<file path="config.mk">
export PLATFORM = sky130hd
export DESIGN_NAME = execute_cycle_flat
export DESIGN_NICKNAME = d
export VERILOG_FILES = /design/src/rtl/execute_cycle_pkg.sv /design/src/rtl/execute_cycle_if.sv /design/src/rtl/execute_cycle_mul_iter.sv /design/src/rtl/execute_cycle.sv /design/src/flat_wrapper.sv
export SDC_FILE = /design/constraint.sdc
export NUM_CORES = 1
export LEC_CHECK = 0
export ABC_AREA = 0
export BUFFER_PORTS_ARGS = -buffer_cell sky130_fd_sc_hd__buf_2
export CORE_MARGIN = 2
export CORE_UTILIZATION = 49
export CTS_CLUSTER_DIAMETER = 60
export DETAILED_ROUTE_END_ITERATION = 8
export PLACE_DENSITY_LB_ADDON = 0.1
export SYNTH_ARGS = -nofsm -noshare
export SYNTH_HDL_FRONTEND = slang
export SYNTH_HIERARCHICAL = 1
export SYNTH_SLANG_ARGS = --single-unit
</file>
<file path="constraint.sdc">
create_clock -name clk -period 9.2 [get_ports clk]
set_clock_uncertainty 0.05 [all_clocks]
set_input_delay 1.84 -clock clk [delete_from_list [all_inputs] [get_ports clk]]
set_output_delay 1.84 -clock clk [all_outputs]
set_load 0.02 [all_outputs]
</file>
<file path="src/rtl/execute_cycle_pkg.sv">
// Shared definitions for the execute stage: ALU op codes, forward selects,
// multiplier FSM states and iteration count.
package execute_cycle_pkg;

    localparam int DATA_W    = 32;
    localparam int REG_W     = 5;
    localparam int MUL_STEPS = 32;

    typedef enum logic [2:0] {
        ALU_ADD = 3'b000,
        ALU_SUB = 3'b001,
        ALU_AND = 3'b010,
        ALU_OR  = 3'b011,
        ALU_SLT = 3'b101
    } alu_op_e;

    typedef enum logic [1:0] {
        FWD_REG = 2'b00,
        FWD_WB  = 2'b01,
        FWD_MEM = 2'b10
    } fwd_sel_e;

    typedef enum logic [1:0] {
        MUL_IDLE = 2'b00,
        MUL_BUSY = 2'b01,
        MUL_DONE = 2'b10
    } mul_state_e;

endpackage

</file>
<file path="src/rtl/execute_cycle_if.sv">
// Decode-to-execute inputs, branch redirect/stall outputs and the
// execute-to-memory pipeline register outputs, bundled as one bus.
interface execute_cycle_if;
    import execute_cycle_pkg::*;

    logic              RegWriteE;
    logic              MemWriteE;
    logic              ResultSrcE;
    logic              BranchE;
    logic              ALUSrcE;
    logic              MulE;
    logic [2:0]        ALUControlE;
    logic [DATA_W-1:0] RD1_E;
    logic [DATA_W-1:0] RD2_E;
    logic [DATA_W-1:0] Imm_Ext_E;
    logic [DATA_W-1:0] PCE;
    logic [DATA_W-1:0] PCPlus4E;
    logic [REG_W-1:0]  RD_E;
    logic [1:0]        ForwardA_E;
    logic [1:0]        ForwardB_E;
    logic [DATA_W-1:0] ResultW;

    logic              PCSrcE;
    logic [DATA_W-1:0] PCTargetE;
    logic              StallE;

    logic              RegWriteM;
    logic              MemWriteM;
    logic              ResultSrcM;
    logic [REG_W-1:0]  RD_M;
    logic [DATA_W-1:0] PCPlus4M;
    logic [DATA_W-1:0] WriteDataM;
    logic [DATA_W-1:0] ALU_ResultM;

    modport master (
        output RegWriteE, MemWriteE, ResultSrcE, BranchE, ALUSrcE, MulE,
               ALUControlE, RD1_E, RD2_E, Imm_Ext_E, PCE, PCPlus4E, RD_E,
               ForwardA_E, ForwardB_E, ResultW,
        input  PCSrcE, PCTargetE, StallE,
               RegWriteM, MemWriteM, ResultSrcM, RD_M, PCPlus4M,
               WriteDataM, ALU_ResultM
    );

    modport slave (
        input  RegWriteE, MemWriteE, ResultSrcE, BranchE, ALUSrcE, MulE,
               ALUControlE, RD1_E, RD2_E, Imm_Ext_E, PCE, PCPlus4E, RD_E,
               ForwardA_E, ForwardB_E, ResultW,
        output PCSrcE, PCTargetE, StallE,
               RegWriteM, MemWriteM, ResultSrcM, RD_M, PCPlus4M,
               WriteDataM, ALU_ResultM
    );

endinterface

</file>
<file path="src/rtl/execute_cycle_mul_iter.sv">
// Iterative 32x32 shift-add multiplier returning the low 32 product bits;
// one accept cycle, MUL_STEPS busy cycles, one done cycle.
module mul_iter
    import execute_cycle_pkg::*;
(
    input  logic              clk,
    input  logic              rst,
    input  logic              start,
    input  logic [DATA_W-1:0] a,
    input  logic [DATA_W-1:0] b,
    output logic              busy,
    output logic              done,
    output logic [DATA_W-1:0] product
);

    localparam logic [4:0] STEP_LAST = 5'(MUL_STEPS - 1);

    mul_state_e        state_q, state_d;
    logic [4:0]        cnt_q;
    logic [DATA_W-1:0] mcand_q;
    logic [DATA_W-1:0] mplier_q;
    logic [DATA_W-1:0] prod_q;

    always_ff @(posedge clk or negedge rst) begin
        if (!rst) begin
            state_q <= MUL_IDLE;
        end else begin
            state_q <= state_d;
        end
    end

    always_comb begin
        state_d = state_q;
        case (state_q)
            MUL_IDLE: if (start) state_d = MUL_BUSY;
            MUL_BUSY: if (cnt_q == STEP_LAST) state_d = MUL_DONE;
            MUL_DONE: state_d = MUL_IDLE;
            default:  state_d = MUL_IDLE;
        endcase
    end

    // Unsigned shift-add; the low word matches MUL regardless of operand signs.
    always_ff @(posedge clk or negedge rst) begin
        if (!rst) begin
            cnt_q    <= '0;
            mcand_q  <= '0;
            mplier_q <= '0;
            prod_q   <= '0;
        end else if (state_q == MUL_IDLE && start) begin
            cnt_q    <= '0;
            mcand_q  <= a;
            mplier_q <= b;
            prod_q   <= '0;
        end else if (state_q == MUL_BUSY) begin
            cnt_q    <= cnt_q + 5'd1;
            mcand_q  <= mcand_q << 1;
            mplier_q <= mplier_q >> 1;
            prod_q   <= prod_q + (mplier_q[0] ? mcand_q : '0);
        end
    end

    assign busy    = (state_q == MUL_BUSY);
    assign done    = (state_q == MUL_DONE);
    assign product = prod_q;

endmodule

</file>
<file path="src/rtl/execute_cycle.sv">
// RISC-V execute stage: forwarding muxes, inline ALU, branch resolution,
// iterative MUL with stall, and the E/M pipeline register.
module execute_cycle
    import execute_cycle_pkg::*;
(
    input  logic          clk,
    input  logic          rst,
    execute_cycle_if.slave bus
);

    logic [DATA_W-1:0] src_a, fwd_b, src_b, alu_res;
    logic              zero;
    logic              mul_busy, mul_done, stall_raw;
    logic [DATA_W-1:0] mul_prod;

    logic              vld_p1;
    logic              reg_write_p1, mem_write_p1, result_src_p1;
    logic [REG_W-1:0]  rd_p1;
    logic [DATA_W-1:0] pc_plus4_p1, write_data_p1, alu_res_p1;

    function automatic logic [DATA_W-1:0] fwd_sel(
        input logic [1:0]        sel,
        input logic [DATA_W-1:0] reg_val,
        input logic [DATA_W-1:0] wb_val,
        input logic [DATA_W-1:0] mem_val
    );
        case (sel)
            FWD_WB:  fwd_sel = wb_val;
            FWD_MEM: fwd_sel = mem_val;
            default: fwd_sel = reg_val;
        endcase
    endfunction

    function automatic logic [DATA_W-1:0] alu_calc(
        input logic [2:0]        op,
        input logic [DATA_W-1:0] a,
        input logic [DATA_W-1:0] b
    );
        logic signed [DATA_W-1:0] sa;
        logic signed [DATA_W-1:0] sb;
        sa = a;
        sb = b;
        case (op)
            ALU_ADD: alu_calc = a + b;
            ALU_SUB: alu_calc = a - b;
            ALU_AND: alu_calc = a & b;
            ALU_OR:  alu_calc = a | b;
            ALU_SLT: alu_calc = {{(DATA_W-1){1'b0}}, (sa < sb)};
            default: alu_calc = '0;
        endcase
    endfunction

    // Stage E: operand selection, ALU and branch resolution
    always_comb begin
        src_a   = fwd_sel(bus.ForwardA_E, bus.RD1_E, bus.ResultW, bus.ALU_ResultM);
        fwd_b   = fwd_sel(bus.ForwardB_E, bus.RD2_E, bus.ResultW, bus.ALU_ResultM);
        src_b   = bus.ALUSrcE ? bus.Imm_Ext_E : fwd_b;
        alu_res = alu_calc(bus.ALUControlE, src_a, src_b);
        zero    = (alu_res == '0);
    end

    mul_iter u_mul_iter (
        .clk     (clk),
        .rst     (rst),
        .start   (bus.MulE),
        .a       (src_a),
        .b       (fwd_b),
        .busy    (mul_busy),
        .done    (mul_done),
        .product (mul_prod)
    );

    // DONE is excluded so a still-high MulE cannot re-trigger the accept stall.
    assign stall_raw     = mul_busy | (bus.MulE & ~mul_busy & ~mul_done);
    assign bus.StallE    = stall_raw & rst;
    assign bus.PCTargetE = bus.PCE + bus.Imm_Ext_E;
    assign bus.PCSrcE    = bus.BranchE & zero & ~bus.StallE & ~bus.MulE;

    // Stage E -> M register
    always_ff @(posedge clk or negedge rst) begin
        if (!rst) begin
            vld_p1        <= 1'b0;
            reg_write_p1  <= 1'b0;
            mem_write_p1  <= 1'b0;
            result_src_p1 <= 1'b0;
            rd_p1         <= '0;
            pc_plus4_p1   <= '0;
            write_data_p1 <= '0;
            alu_res_p1    <= '0;
        end else if (stall_raw) begin
            vld_p1        <= 1'b0;
            reg_write_p1  <= 1'b0;
            mem_write_p1  <= 1'b0;
            result_src_p1 <= 1'b0;
            rd_p1         <= '0;
            pc_plus4_p1   <= '0;
            write_data_p1 <= '0;
            alu_res_p1    <= '0;
        end else if (mul_done) begin
            vld_p1        <= 1'b1;
            reg_write_p1  <= bus.RegWriteE;
            mem_write_p1  <= 1'b0;
            result_src_p1 <= 1'b0;
            rd_p1         <= bus.RD_E;
            pc_plus4_p1   <= bus.PCPlus4E;
            write_data_p1 <= '0;
            alu_res_p1    <= mul_prod;
        end else begin
            vld_p1        <= 1'b1;
            reg_write_p1  <= bus.RegWriteE;
            mem_write_p1  <= bus.MemWriteE;
            result_src_p1 <= bus.ResultSrcE;
            rd_p1         <= bus.RD_E;
            pc_plus4_p1   <= bus.PCPlus4E;
            write_data_p1 <= fwd_b;
            alu_res_p1    <= alu_res;
        end
    end

    assign bus.RegWriteM   = reg_write_p1 & vld_p1;
    assign bus.MemWriteM   = mem_write_p1 & vld_p1;
    assign bus.ResultSrcM  = result_src_p1;
    assign bus.RD_M        = rd_p1;
    assign bus.PCPlus4M    = pc_plus4_p1;
    assign bus.WriteDataM  = write_data_p1;
    assign bus.ALU_ResultM = alu_res_p1;

endmodule

</file>
<file path="src/flat_wrapper.sv">
// flat-port wrapper written by rule: the top's interface ports become plain ports
module execute_cycle_flat import execute_cycle_pkg::*;
  (clk, rst, bus_RegWriteE, bus_MemWriteE, bus_ResultSrcE, bus_BranchE, bus_ALUSrcE, bus_MulE, bus_ALUControlE, bus_RD1_E, bus_RD2_E, bus_Imm_Ext_E, bus_PCE, bus_PCPlus4E, bus_RD_E, bus_ForwardA_E, bus_ForwardB_E, bus_ResultW, bus_PCSrcE, bus_PCTargetE, bus_StallE, bus_RegWriteM, bus_MemWriteM, bus_ResultSrcM, bus_RD_M, bus_PCPlus4M, bus_WriteDataM, bus_ALU_ResultM);
  execute_cycle_if bus_i ();
  input  logic clk;
  input  logic rst;
  input wire logic [$bits(bus_i.RegWriteE)-1:0] bus_RegWriteE;
  input wire logic [$bits(bus_i.MemWriteE)-1:0] bus_MemWriteE;
  input wire logic [$bits(bus_i.ResultSrcE)-1:0] bus_ResultSrcE;
  input wire logic [$bits(bus_i.BranchE)-1:0] bus_BranchE;
  input wire logic [$bits(bus_i.ALUSrcE)-1:0] bus_ALUSrcE;
  input wire logic [$bits(bus_i.MulE)-1:0] bus_MulE;
  input wire logic [$bits(bus_i.ALUControlE)-1:0] bus_ALUControlE;
  input wire logic [$bits(bus_i.RD1_E)-1:0] bus_RD1_E;
  input wire logic [$bits(bus_i.RD2_E)-1:0] bus_RD2_E;
  input wire logic [$bits(bus_i.Imm_Ext_E)-1:0] bus_Imm_Ext_E;
  input wire logic [$bits(bus_i.PCE)-1:0] bus_PCE;
  input wire logic [$bits(bus_i.PCPlus4E)-1:0] bus_PCPlus4E;
  input wire logic [$bits(bus_i.RD_E)-1:0] bus_RD_E;
  input wire logic [$bits(bus_i.ForwardA_E)-1:0] bus_ForwardA_E;
  input wire logic [$bits(bus_i.ForwardB_E)-1:0] bus_ForwardB_E;
  input wire logic [$bits(bus_i.ResultW)-1:0] bus_ResultW;
  output wire logic [$bits(bus_i.PCSrcE)-1:0] bus_PCSrcE;
  output wire logic [$bits(bus_i.PCTargetE)-1:0] bus_PCTargetE;
  output wire logic [$bits(bus_i.StallE)-1:0] bus_StallE;
  output wire logic [$bits(bus_i.RegWriteM)-1:0] bus_RegWriteM;
  output wire logic [$bits(bus_i.MemWriteM)-1:0] bus_MemWriteM;
  output wire logic [$bits(bus_i.ResultSrcM)-1:0] bus_ResultSrcM;
  output wire logic [$bits(bus_i.RD_M)-1:0] bus_RD_M;
  output wire logic [$bits(bus_i.PCPlus4M)-1:0] bus_PCPlus4M;
  output wire logic [$bits(bus_i.WriteDataM)-1:0] bus_WriteDataM;
  output wire logic [$bits(bus_i.ALU_ResultM)-1:0] bus_ALU_ResultM;
  assign bus_i.RegWriteE = bus_RegWriteE;
  assign bus_i.MemWriteE = bus_MemWriteE;
  assign bus_i.ResultSrcE = bus_ResultSrcE;
  assign bus_i.BranchE = bus_BranchE;
  assign bus_i.ALUSrcE = bus_ALUSrcE;
  assign bus_i.MulE = bus_MulE;
  assign bus_i.ALUControlE = bus_ALUControlE;
  assign bus_i.RD1_E = bus_RD1_E;
  assign bus_i.RD2_E = bus_RD2_E;
  assign bus_i.Imm_Ext_E = bus_Imm_Ext_E;
  assign bus_i.PCE = bus_PCE;
  assign bus_i.PCPlus4E = bus_PCPlus4E;
  assign bus_i.RD_E = bus_RD_E;
  assign bus_i.ForwardA_E = bus_ForwardA_E;
  assign bus_i.ForwardB_E = bus_ForwardB_E;
  assign bus_i.ResultW = bus_ResultW;
  assign bus_PCSrcE = bus_i.PCSrcE;
  assign bus_PCTargetE = bus_i.PCTargetE;
  assign bus_StallE = bus_i.StallE;
  assign bus_RegWriteM = bus_i.RegWriteM;
  assign bus_MemWriteM = bus_i.MemWriteM;
  assign bus_ResultSrcM = bus_i.ResultSrcM;
  assign bus_RD_M = bus_i.RD_M;
  assign bus_PCPlus4M = bus_i.PCPlus4M;
  assign bus_WriteDataM = bus_i.WriteDataM;
  assign bus_ALU_ResultM = bus_i.ALU_ResultM;
  execute_cycle u_core (.clk(clk), .rst(rst), .bus(bus_i));
endmodule
</file>
## Word-level counts from Yosys, hierarchy flattened

Index checks and enable logic that the tools add are counted.

- Bits in registers: 208
- Output and inout bits: 138
- Logic and storage cells: 81

- $add $sub $neg: 5
- Order comparisons: 1
- Equal/unequal tests: 13
- Multiplexer cells: 28
- Bitwise logic cells: 15
- Reductions and logical operators: 6

Operators with widths:

| operator | number |
|---|---|
| $mux 32 | 13 |
| $pmux 32 s5 | 1 |
| $pmux 32 s2 | 2 |
| $add 32x32->32 | 3 |
| $and 32x32->32 | 1 |
| $logic_not 32->1 | 1 |
| $lt 32x32->1 | 1 |
| $or 32x32->32 | 1 |
| $sub 32x32->32 | 1 |
| $mux 5 | 3 |
| $and 1x1->1 | 8 |
| $eq 2x1->1 const B | 3 |
| $eq 2x2->1 const B | 3 |
| $eq 3x2->1 const B | 2 |
| $mux 1 | 6 |
| $add 5x1->5 const B | 1 |
| $eq 5x5->1 const B | 1 |
| $mux 2 | 2 |
| $ne 2x2->1 const B | 2 |
| $not 1->1 | 4 |
| $pmux 2 s2 | 1 |
| $eq 3x1->1 const B | 1 |
| $eq 3x3->1 const B | 1 |
| $logic_not 3->1 | 1 |
| 5 further kinds | 5 |

## Longest topological paths before layout

- Depth in word-level cells: 9
- Gate-level depth with buffers: 22
- Depth with buffers taken out: 21

## Hierarchy

The synthesis kept the hierarchy.

Modules (own cells, without submodules):

| module | times used | cells each | area an instance (um2) | sequential area each (um2) |
|---|---|---|---|---|
| execute_cycle | 1 | 1,589 | 11,800.1 | 2,627.5 |
| mul_iter | 1 | 760 | 6,632.6 | 2,577.5 |

## Worst setup path before layout

Ideal clock, no wire load.

- Path kind: input-to-output
- Start point: in bus_ForwardB_E[0]
- End point: out bus_PCSrcE
- Arrival time: 6,395 ps
- Required time: 7,310 ps
- Path slack: 915 ps
- Cell stages on the path: 21
- Path buffers: 3
- Path through: inv_1 > ha_1 > clkbuf_1 > buf_1 > nor2_1 > a21oi_1 > o21ai_0 > ha_1 > buf_6 > or3_4 > or4_1 > a211oi_2 > nor4_1 > o21a_1 > o31a_1 > a2111oi_2 > nand4_1 > nor4_1 > nand4_1 > nor4_1 > and4b_1

- Cells in the longest elaborated chain, start to end: 9
- Elaborated cells between the ends (all ways): 14
- Classes of those cells: add/sub (2); order compare (1); eq/ne (2); mux (3); bitwise (5); reduce/logical (1)

RTL lines:

| item | line | text |
|---|---|---|
| start, declared | flat_wrapper.sv:21 | `input wire logic [$bits(bus_i.ForwardB_E)-1:0] bus_ForwardB_E;` |
| $eq 2x2->1 / $eq 2x1->1 (equally long branches) | execute_cycle.sv:27 | `case (sel)` |
| $pmux 32 s2 * | execute_cycle.sv:27 |  |
| $mux 32 * | execute_cycle.sv:57 | `src_b = bus.ALUSrcE ? bus.Imm_Ext_E : fwd_b;` |
| $sub 32x32->32, or another cell as far along | execute_cycle.sv:45 | `ALU_SUB: alu_calc = a - b;` |
| $pmux 32 s5 * | execute_cycle.sv:43 | `case (op)` |
| $logic_not 32->1 * | execute_cycle.sv:59 | `zero = (alu_res == '0);` |
| $and 1x1->1 * (3 in a row) | execute_cycle.sv:77 | `assign bus.PCSrcE = bus.BranchE & zero & ~bus.StallE & ~bus.MulE;` |
| end, declared | flat_wrapper.sv:23 | `output wire logic [$bits(bus_i.PCSrcE)-1:0] bus_PCSrcE;` |

Mark *: on every way between the ends. The rest lies on a longest branch, timed or not.

## Worst setup path after layout

- Start point: in bus_ForwardB_E[1]
- End point: out bus_PCSrcE

The elaborated chain is that of the path after synthesis.

==> impl_metrics.json <==
{
  "min_period_ns": 9.16,
  "ir_worst_vdd_mv": 0.245,
  "synth.area.top_cells": "dfrtp_1 (28%), ha_1 (12%), a21oi_1 (6.2%)",
  "yosys_warnings": 6,
  "syn2layout_area_growth_pct": 19.5,
  "critPathKind": "primary input to output pin",
  "htreeDepth": 1,
  "syn_inst": 2349,
  "cts_sinks": 208,
  "r2r_end": "u_core/bus.ALU_ResultM[29]",
  "r2r_start": "u_core/bus.ALU_ResultM[6]",
  "syn_area_per_cell_sq_um": 7.85,
  "powerDensity_nw_per_um2": 187,
  "reg2reg_slack_ns": 4.26,
  "nets": 3090,
  "hp-start": "u_core/u_mul_iter/cnt_q[4]",
  "path_clk_slew_ns": 0.06,
  "cp.required_ns": 7.31,
  "drt_first_pass_iters": 6,
  "status": "complete, no violations",
  "row_count": 71,
  "grt_antenna_before_repair": 2,
  "relSlewSlack_pct": 23.8,
  "gp_congestion": 1.03,
  "r2r_cells": 19,
  "setup_violations": 0,
  "worst-path-max-fanout": 31,
  "tns_ns": 0,
  "core_area_sq_um": 37300,
  "insertion_delay_ns": 0.54,
  "synth.top_cells.by_count": "a21oi_1 (229), dfrtp_1 (208), nor2_1 (207)",
  "leakage_nw": 10.9,
  "vias": 19700,
  "wirelength_mm": 78.0,
  "clock.fmax_ghz": 0.109,
  "drcViolationCount": 0,
  "die-area_sq_um": 39200,
  "finalInstanceArea_sq_um": 22000,
  "grt_pass1_vias": 18200,
  "fin_ws_ns": 0.0353,
  "final-seq-area_sq_um": 5210,
  "io_buffer_count": 349,
  "grt_remaining_overflow": 0,
  "post-synth-top-count-cell": "a21oi_1",
  "grt_max_degree": 81,
  "synthArstFlopShare_pct": 100,
  "clk_path_buf_depth": 3,
  "min_path_cells": 1,
  "syn_nets": 2743,
  "cts-root-buf": "clkbuf_16",
  "dp_hpwl_mm": 61.5,
  "initial_core_util_pct": 49.4,
  "ys_types": 90,
  "postRouteAntennaNets": 0,
  "grt_first_pass_wirelength_mm": 113,
  "n_fill_cell": 3534,
  "final_util_pct": 59.0,
  "slew_viol_final": 0,
  "worst_pin_slew_ns": 1.14,
  "first_iter_violations": 2304,
  "whs_ns": 0.463,
  "drive_gt1_share_pct": 20.2,
  "max-cap-violations": 0,
  "num_io_pins": 350,
  "wl_per_cell_um": 24.4,
  "die_w_um": 198,
  "cp.arrival_ns": 7.27,
  "placed_cell_area_sq_um": 21200,
  "endpoint_kind": "output pin",
  "period_share_pct": 99.6,
  "worstSetupStartpointType": "primary input",
  "ys.flop_type": "dfrtp_1",
  "synth_area_sq_um": 18400,
  "final-hold-violation-count": 0,
  "synth_top_area_cell": "dfrtp_1",
  "ys_seq_area_share_pct": 28.2,
  "via_per_inst": 6.18,
  "min_path_type": "flip-flop to flip-flop",
  "grt_usage_pct": 38.4,
  "dp_slack_ns": -0.0240,
  "tritoncts.num_buffers": 24,
  "ys_ff_latch": 208,
  "cts_tree": "done",
  "die_h_um": 198,
  "synth_edf_count": 0,
  "multiInputGateArea_sq_um": 12200,
  "yosys.area.top_type_share_pct": 28.2,
  "holdPathEnd": "u_core/u_mul_iter/cnt_q[4]"
}
-- cells in the final DEF (no fill, tap or decap), drive strengths merged, types with 13 or more instances in the layout --
cell    count
a211oi     34
a21o       31
a21oi     230
a22oi     130
and2       77
buf       465
clkbuf     34
dfrtp     208
ha        178
inv       164
mux2i      18
nand2     177
nand2b     20
nand3      27
nand4      21
nor2      207
nor2b      87
nor3       36
nor4       20
o211ai     13
o21a       35
o21ai     216
o21bai     21
o31ai      19
xnor2      52
xor2       19
-- logic make-up after synthesis --
logic type,share of synthesized area (%)
adder cells (fa/ha/maj),12.5
flip-flops,28.2
buffers and inverters,6.33
AO/OA/AOI/OAI,29.4
AND/OR/NAND/NOR,18.9
multiplexers,1.22
XOR/XNOR,3.37
-- worst max path at each step --
stage	startpoint	to	slack, ns	depth (start not counted)
floorplan	bus_ForwardB_E[0]	bus_PCSrcE	0.92	21
global placement	bus_ForwardB_E[1]	bus_PCSrcE	0.007	20
detailed placement	bus_ForwardB_E[1]	bus_PCSrcE	-0.02	20
CTS	bus_ForwardB_E[1]	bus_PCSrcE	0.12	23
global route	bus_ForwardB_E[1]	bus_PCSrcE	-0.14	23
finish	bus_ForwardB_E[1]	bus_PCSrcE	0.04	23
-- per-stage QoR --
stage,power [mW],std cells
2_1_floorplan,2.48,2349
3_3_place_gp,3.11,3142
3_5_place_dp,3.15,3142
4_1_cts,4.08,3185
5_1_grt,4.36,3188
6_report,4.13,3189
-- critical path, stage by stage --
cell	delay, ns
buf_2	0.13
inv_1	0.06
ha_1	0.22
buf_12	0.21
a22oi_1	0.08
nor2_1	0.10
a21oi_1	0.05
o21ai_0	0.32
inv_1	0.18
fa_1	0.51
inv_1	0.03
mux4_2	0.44
nand2_1	0.23
nand4b_1	0.25
nor3_1	0.30
or4bb_1	0.50
a2111oi_2	0.24
nand4_1	0.16
nor4_2	0.39
nand4_1	0.14
nor4_1	0.30
and4b_1	0.35
buf_2	0.21
-- per-layer routing --
metal	wire, um	GRT usage [%]	vias up
li1	-	-	9056
met1	32600	53.3	9494
met2	34100	57.8	1008
met3	7350	7.19	147
met4	3860	17.6	0
met5	0	0	-
-- what timing repair did --
item                                    CTS  global route
setup buffers                             0             2
endpoints found under the setup margin    1             1
hold buffers                              0             0
gates resized for setup                   1            22
gates cloned                              0             0
-- area by class of cell --
| cell class | instances | area share [%] |
|---|---|---|
| multi-input combinational | 1833 | 55.2 |
| sequential | 208 | 23.6 |
| timing repair buffer | 465 | 12.2 |
| clock buffer | 34 | 3.08 |
| inverter | 164 | 2.79 |
| tap | 474 | 2.69 |
| clock inverter | 9 | 0.363 |
| antenna | 2 | 0.0227 |
-- where the power goes --
part / internal [mW] / switching, mW
sequential: 1.11 / 0.204
combinational: 0.723 / 1.17
clock: 0.518 / 0.402
-- sequential cells by signal (all words and copies together) (netlist names) --
| name | cells |
|---|---|
| u_core/bus.ALU_ResultM | 32 |
| u_core/bus.PCPlus4M | 32 |
| u_core/bus.WriteDataM | 32 |
| u_core/u_mul_iter/mcand_q | 32 |
| u_core/u_mul_iter/mplier_q | 32 |
| u_core/u_mul_iter/product | 32 |
| u_core/bus.RD_M | 5 |
| u_core/u_mul_iter/cnt_q | 5 |
| u_core/u_mul_iter/state_q | 2 |
| u_core/bus.ResultSrcM | 1 |
| u_core/mem_write_p1 | 1 |
| u_core/reg_write_p1 | 1 |
| u_core/vld_p1 | 1 |
No activity file was read; power rests on OpenSTA's default activity.
